===== config.mk =====
export PLATFORM = sky130hd
export DESIGN_NAME = ifu_fetch
export DESIGN_NICKNAME = d
export VERILOG_FILES = /design/src/rtl/cpu_define.sv /design/src/rtl/ifu_fetch_queue.sv /design/src/rtl/ifu_fetch.sv
export SDC_FILE = /design/constraint.sdc
export NUM_CORES = 1
export LEC_CHECK = 0
export BUFFER_PORTS_ARGS = -buffer_cell sky130_fd_sc_hd__buf_4
export CORE_UTILIZATION = 50
export CTS_CLUSTER_SIZE = 10
export DETAILED_ROUTE_END_ITERATION = 8
export PLACE_DENSITY = 0.7
export RECOVER_POWER = 50
export SLEW_MARGIN = 20
export SYNTH_ARGS = -nofsm -noshare
export SYNTH_HDL_FRONTEND = slang
export SYNTH_HIERARCHICAL = 1
export SYNTH_SLANG_ARGS = --single-unit

===== constraint.sdc =====
create_clock -name clk -period 4.4 [get_ports clk]
set_input_delay 0.22 -clock clk [delete_from_list [all_inputs] [get_ports clk]]
set_output_delay 0.22 -clock clk [all_outputs]
set_load 0.01 [all_outputs]

===== src/rtl/cpu_define.sv =====
// Core-wide widths and shared types for the front end.
package cpu_define;

    localparam int unsigned ADDR_WIDTH = 32;
    localparam int unsigned DATA_WIDTH = 32;
    localparam int unsigned PC_WIDTH   = 32;
    localparam int unsigned INST_WIDTH = 32;
    localparam int unsigned INST_BYTES = 4;

    typedef struct packed {
        logic [PC_WIDTH-1:0]   pc;
        logic [INST_WIDTH-1:0] inst;
        logic                  filled;
    } fq_entry_t;

endpackage


===== src/rtl/ifu_fetch_queue.sv =====
// In-order fetch queue: allocate on issue, fill on response, pop to decode.
module ifu_fetch_queue
    import cpu_define::*;
#(
    parameter int unsigned FQ_DEPTH = 4,
    localparam int unsigned PtrW    = $clog2(FQ_DEPTH) + 1
) (
    input  logic                  clk,
    input  logic                  rst_n,
    input  logic                  alloc_i,
    input  logic [PC_WIDTH-1:0]   alloc_pc_i,
    input  logic                  fill_i,
    input  logic [INST_WIDTH-1:0] fill_inst_i,
    input  logic                  pop_i,
    input  logic                  flush_i,
    output logic                  head_vld_o,
    output logic [PC_WIDTH-1:0]   head_pc_o,
    output logic [INST_WIDTH-1:0] head_inst_o,
    output logic [PtrW-1:0]       used_o,
    output logic [PtrW-1:0]       unfilled_o
);

    fq_entry_t        mem_q [FQ_DEPTH];
    logic [PtrW-1:0]  alloc_ptr_q, fill_ptr_q, head_ptr_q;
    logic [PtrW-2:0]  alloc_idx, fill_idx, head_idx;

    assign alloc_idx = alloc_ptr_q[PtrW-2:0];
    assign fill_idx  = fill_ptr_q[PtrW-2:0];
    assign head_idx  = head_ptr_q[PtrW-2:0];

    // Slot collisions cannot occur: alloc is blocked when full, and pop/fill
    // never target the same slot because pop requires the head to be filled.
    always_ff @(posedge clk or negedge rst_n) begin
        if (!rst_n) begin
            alloc_ptr_q <= '0;
            fill_ptr_q  <= '0;
            head_ptr_q  <= '0;
            for (int i = 0; i < FQ_DEPTH; i++) begin
                mem_q[i] <= '0;
            end
        end else if (flush_i) begin
            fill_ptr_q <= alloc_ptr_q;
            head_ptr_q <= alloc_ptr_q;
            for (int i = 0; i < FQ_DEPTH; i++) begin
                mem_q[i].filled <= 1'b0;
            end
        end else begin
            if (alloc_i) begin
                mem_q[alloc_idx].pc     <= alloc_pc_i;
                mem_q[alloc_idx].filled <= 1'b0;
                alloc_ptr_q             <= alloc_ptr_q + PtrW'(1);
            end
            if (fill_i) begin
                mem_q[fill_idx].inst   <= fill_inst_i;
                mem_q[fill_idx].filled <= 1'b1;
                fill_ptr_q             <= fill_ptr_q + PtrW'(1);
            end
            // Clearing on pop keeps a stale filled bit from looking valid once empty.
            if (pop_i) begin
                mem_q[head_idx].filled <= 1'b0;
                head_ptr_q             <= head_ptr_q + PtrW'(1);
            end
        end
    end

    assign head_vld_o  = mem_q[head_idx].filled;
    assign head_pc_o   = mem_q[head_idx].pc;
    assign head_inst_o = mem_q[head_idx].inst;
    assign used_o      = alloc_ptr_q - head_ptr_q;
    assign unfilled_o  = alloc_ptr_q - fill_ptr_q;

endmodule


===== src/rtl/ifu_fetch.sv =====
// Instruction fetch unit: sequential fetch, in-order queue, redirect flush.
// Optional perf counters enabled with IFU_FETCH_PERF_EN.
module ifu_fetch
    import cpu_define::*;
#(
    parameter logic [PC_WIDTH-1:0] RESET_PC = 32'h8000_0000,
    parameter int unsigned         FQ_DEPTH = 4,
    localparam int unsigned        PtrW     = $clog2(FQ_DEPTH) + 1
) (
    input  logic                  clk,
    input  logic                  rst_n,
`ifdef IFU_FETCH_PERF_EN
    output logic [31:0]           perf_fetch_cnt,
    output logic [31:0]           perf_drop_cnt,
`endif
    output logic                  ifu_req_addr_vld,
    output logic [ADDR_WIDTH-1:0] ifu_req_addr,
    input  logic                  ifu_req_data_vld,
    input  logic [DATA_WIDTH-1:0] ifu_req_data,
    output logic                  ifu_valid,
    input  logic                  ifu_ready,
    output logic [PC_WIDTH-1:0]   ifu_pc,
    output logic [INST_WIDTH-1:0] ifu_inst,
    input  logic                  redirect_vld,
    input  logic [PC_WIDTH-1:0]   redirect_pc
);

    if (DATA_WIDTH != INST_WIDTH) begin : g_bad_data_width
        $fatal(1, "ifu_fetch: DATA_WIDTH must equal INST_WIDTH");
    end
    if (PC_WIDTH != ADDR_WIDTH) begin : g_bad_addr_width
        $fatal(1, "ifu_fetch: PC_WIDTH must equal ADDR_WIDTH");
    end
    if (FQ_DEPTH < 2 || (FQ_DEPTH & (FQ_DEPTH - 1)) != 0) begin : g_bad_depth
        $fatal(1, "ifu_fetch: FQ_DEPTH must be a power of two >= 2");
    end

    logic [PC_WIDTH-1:0] fetch_pc_q, fetch_pc_d;
    logic [PtrW-1:0]     drop_cnt_q, drop_cnt_d;
    logic [PtrW-1:0]     used, unfilled;
    logic [PtrW:0]       inflight;
    logic                issue, resp_fill, resp_drop, q_fill, q_pop;

    // Old-stream responses still owed by memory count against the queue budget.
    assign inflight  = {1'b0, used} + {1'b0, drop_cnt_q};
    assign issue     = rst_n && !redirect_vld && (inflight < (PtrW+1)'(FQ_DEPTH));
    assign resp_fill = ifu_req_data_vld && (drop_cnt_q == '0);
    assign resp_drop = ifu_req_data_vld && (drop_cnt_q != '0);
    assign q_fill    = resp_fill && !redirect_vld;
    assign q_pop     = ifu_valid && ifu_ready && !redirect_vld;

    assign ifu_req_addr_vld = issue;
    assign ifu_req_addr     = fetch_pc_q;

    always_comb begin
        fetch_pc_d = fetch_pc_q;
        drop_cnt_d = drop_cnt_q;
        if (issue) begin
            fetch_pc_d = fetch_pc_q + PC_WIDTH'(INST_BYTES);
        end
        if (resp_drop) begin
            drop_cnt_d = drop_cnt_q - PtrW'(1);
        end
        // Any response this cycle is old-stream: either already owed or now dropped.
        if (redirect_vld) begin
            fetch_pc_d = {redirect_pc[PC_WIDTH-1:2], 2'b00};
            drop_cnt_d = drop_cnt_q + unfilled - PtrW'(ifu_req_data_vld);
        end
    end

    always_ff @(posedge clk or negedge rst_n) begin
        if (!rst_n) begin
            fetch_pc_q <= RESET_PC;
            drop_cnt_q <= '0;
        end else begin
            fetch_pc_q <= fetch_pc_d;
            drop_cnt_q <= drop_cnt_d;
        end
    end

    ifu_fetch_queue #(
        .FQ_DEPTH (FQ_DEPTH)
    ) u_fetch_queue (
        .clk         (clk),
        .rst_n       (rst_n),
        .alloc_i     (issue),
        .alloc_pc_i  (fetch_pc_q),
        .fill_i      (q_fill),
        .fill_inst_i (ifu_req_data),
        .pop_i       (q_pop),
        .flush_i     (redirect_vld),
        .head_vld_o  (ifu_valid),
        .head_pc_o   (ifu_pc),
        .head_inst_o (ifu_inst),
        .used_o      (used),
        .unfilled_o  (unfilled)
    );

`ifdef IFU_FETCH_PERF_EN
    logic [31:0] perf_fetch_q, perf_drop_q;

    always_ff @(posedge clk or negedge rst_n) begin
        if (!rst_n) begin
            perf_fetch_q <= '0;
            perf_drop_q  <= '0;
        end else begin
            if (q_fill) begin
                perf_fetch_q <= perf_fetch_q + 32'd1;
            end
            if (ifu_req_data_vld && !q_fill) begin
                perf_drop_q <= perf_drop_q + 32'd1;
            end
        end
    end

    assign perf_fetch_cnt = perf_fetch_q;
    assign perf_drop_cnt  = perf_drop_q;
`endif

endmodule

==> summary.txt <==
Logic synthesis
  • Seq/Total Area, Yosys: 0.517
  • Post-synthesis simple-gate area fraction: 0.0620
  • Ys flop type: dfrtp_1
  • Synth top area share: 0.515
  • Synth top area cells: dfrtp_1 (52%), mux2_2 (17%), mux4_2 (10%), mux2_4 (4.3%), ha_1 (1.9%)
  • Number of synthesized flops with an enable pin: 0
  • Combinational family with the most area after synthesis: multiplexers
  • Instance count of the mapped netlist: 965
  • Library cells used by synthesis: 61
  • Mux share of post-synthesis cell area: 0.315
  • Synth Warn #: 6
  • XOR/XNOR share of the synthesized area: 0.0114
  • Compound-Gate Fraction of Synth Area: 0.0328
  • Post-synth ARST share: 1.00
  • Dominant cell by count in the synthesized netlist: dfrtp_1
  • Commonest cells post-synth: dfrtp_1 (301), mux2_2 (215), mux4_2 (65)
  • Post-Synth Adder-Cell Area: 0.0229
  • Mapped Area: 14,600 µm²
  • Yosys top cell by area: dfrtp_1
  • Syn Area/Cell: about 15 µm²
  • Post-synthesis register bit count: 302

Worst setup path
  • Worst-path fanout max: 32
  • RR Endpoint: u_fetch_queue/mem_q[128]
  • Startpoint type of the worst setup path: register
  • Worst setup EP type: register
  • Crit path kind: reg2reg
  • Worst r2r src: u_fetch_queue/head_ptr_q[0]
  • R2R depth: 12
  • Critical Path RT: 4790 ps
  • Worst endpoint data arrival time: 4210 ps
  • Worst setup path end: u_fetch_queue/mem_q[128]
  • Worst Setup SP: u_fetch_queue/head_ptr_q[0]
  • Biggest cell delay along the critical path: 520 ps
  • Crit-path slowest cell: mux2_1
  • Flop2flop setup slack: about 580 ps
  • Crit path cell chain: ha_1 > fa_1 > xnor2_1 > xnor2_1 > ha_1 > nor4b_4 > buf_4 > nand2_1 > nor2_1 > buf_4 > nand3b_4 > mux2_1

Floorplanning
  • Horiz. Die Dim: 173 µm
  • Core ar.: approximately 29,000 µm²
  • Height of the die: between 150 and 200 µm
  • Die area: ~30,000 µm²
  • Row count: 62
  • Initial Utilization: 0.509
  • IO Pins: 167

Global route
  • Met2 GRT Util: 0.362
  • Most Crowded Layer GR: met2
  • Global routing usage on met1: 0.304
  • M3 GR Usage: 0.0356
  • Antenna violations before repair: 1
  • First-pass GRT wire length: 52.5 mm
  • Total track usage: 0.221
  • Total grt overflow: 0
  • Vias in the first global route: 9,540
  • Largest net degree at the start of global routing: between 100 and 150

Detailed routing
  • Vias: 8,977
  • Vias per inst: 5.67
  • DRT iter0 DRCs: slightly above 500
  • Avg WL per Cell: 20.2 µm
  • Post-route ant nets: 0
  • Drt first pass iters: 4
  • Final WL: between 30 and 40 mm
  • # DRC: 0

Power and ir drop
  • Tot Pwr: between 10,000 and 15,000 µW
  • Combinational share of power: 0.370
  • Leak pwr: 0.00848 µW
  • Clk pwr share: 0.239
  • Sequential fraction of design power: 0.391
  • Peak supply drop: 0.000306 V
  • Pwr dens: 632 nW/µm²
  • Sw Share: 0.305
  • Sw power: 3380 µW
  • Power Internal: 7680 µW

CTS
  • H-tree depth: 2
  • Worst-case clock buffer depth: 3
  • Clk slew on worst S/H paths: 60 ps
  • Postcts setup bufs: 0
  • CTS root buf: clkbuf_16
  • Worst skew pair latency: 520 ps
  • CTS Buf Count: 36
  • CTS Sinks: 302
  • CTS tree: built

Timing
  • Final Hold Vio Count: 0
  • Post-route minimum period: 3820 ps
  • RSZ-0062 raised after global routing: no
  • # setup viols final: 0
  • Final period utilization: 0.869
  • Total negative slack: 0 ps
  • Worst slew pin tran: just under 2000 ps
  • Slew headroom: -0.291
  • Setup slack after layout: 578 ps
  • Fmax: between 200 and 300 MHz
  • Clock Skew: 19.8 ps
  • Final-report max-slew violation count: 141

Placement
  • Post-DP HPWL: 19.5 mm
  • Placer Congestion: 0.754
  • Port Buffers: ~160
  • Pre-CTS setup slack: 605 ps
  • Area after DPL: around 16,000 µm²

Cells and area
  • Area delta synth->final: 19.6%
  • Fin area: 17,500 µm²
  • Layout cell share with drive strength beyond 1: 0.444
  • Nets: ~1,300

Run status
  • Status: finished with violations
  • Failing checks: max-capacitance violations, max-slew violations

Min path
  • Hold/Removal Path Class: in2reg

Job
  • Total of max-cap violations: 1
[per-layer routing]
metal	share of wire	wire length [µm]
met5	0	0
met4	0.022	704
met3	0.041	1320
met2	0.49	15700
met1	0.45	14300
[stage by stage]
step                cells  hold slack (ps)  utilization
floorplan             974            -75.6            -
global placement     1475              146        0.558
detailed placement   1475              150        0.558
CTS                  1581             1.99        0.614
global route         1582             15.2        0.609
finish               1582             25.6        0.609
[power by group through the flow]
stage	combinational [µW]	sequential, µW	clock, µW
floorplan	2960	4170	0
global placement	4050	4310	0
detailed placement	4120	4360	0
CTS	4190	4320	2720
global route	4460	4460	2820
finish	4090	4320	2640
[flip-flops by register name, summed over array words and instances (netlist names)]
| signal | cells |
|---|---|
| u_fetch_queue/mem_q | 260 |
| u_fetch_queue/fill_ptr_q | 3 |
| u_fetch_queue/head_ptr_q | 3 |
| drop_cnt_q | 3 |
| ifu_req_addr | 30 |
| u_fetch_queue/alloc_ptr_q | 3 |
[worst max-delay path, delay by kind of cell, from the launching register on]
kind                     cells  cell delay, ps
flip-flops                   1             470
multiplexers                 1             520
AND/OR/NAND/NOR              4            1090
adder cells (fa/ha/maj)      3             840
buffers and inverters        2             420
XOR/XNOR                     2             340
[timing repair]
action                    CTS  global route
resized for setup           0             0
hold buffers               60             0
hold endpoints to repair  199             0
[area by class of cell]
cell class,instances,area [µm²]
diodes,1,2.50
clock buffers,45,997
clock inverters,1,16.3
fillers,2232,11200
inverters,23,86.3
multi-input cells,589,6520
flip-flops and latches,302,7570
well taps,384,480
repair buffers,237,1820
[worst min path at each step]
stage                     from                      end  slack, ps  depth (start not counted)
2_1_floorplan            rst_n            drop_cnt_q[0]        -80                          0
3_3_place_gp             rst_n  u_fetch_queue/mem_q[50]        150                          1
3_5_place_dp             rst_n  u_fetch_queue/mem_q[50]        150                          1
4_1_cts        redirect_pc[27]         ifu_req_addr[27]          2                          3
5_1_grt        redirect_pc[27]         ifu_req_addr[27]         20                          3
6_report       redirect_pc[27]         ifu_req_addr[27]         30                          3
[cells in the final DEF (no fill, tap or decap), types with 6 or more instances in the layout]
cell type / instances
xor2_1: 6
nand3_1: 15
and4_1: 7
or4_1: 11
a31oi_1: 11
dlygate4sd3_1: 60
inv_1: 22
dfrtp_1: 299
mux2_2: 215
xnor2_1: 13
nor2_1: 17
mux2i_1: 7
conb_1: 10
mux2_4: 42
o31ai_1: 6
buf_4: 142
o21ai_0: 19
ha_1: 22
clkbuf_1: 36
nand4_1: 14
mux4_2: 65
nand3b_4: 6
nand2_1: 33
clkbuf_16: 38
[cell families (layout without fill, tap and decap cells)]
kind of cell             Yosys count  count (layout)
XOR/XNOR                          19              19
AO/OA/AOI/OAI                     67              67
adder cells (fa/ha/maj)           25              25
flip-flops                       302             302
other                              1              11
AND/OR/NAND/NOR                  138             138
multiplexers                     330             330
buffers and inverters             83             306
(Power assumes the default switching activity.)
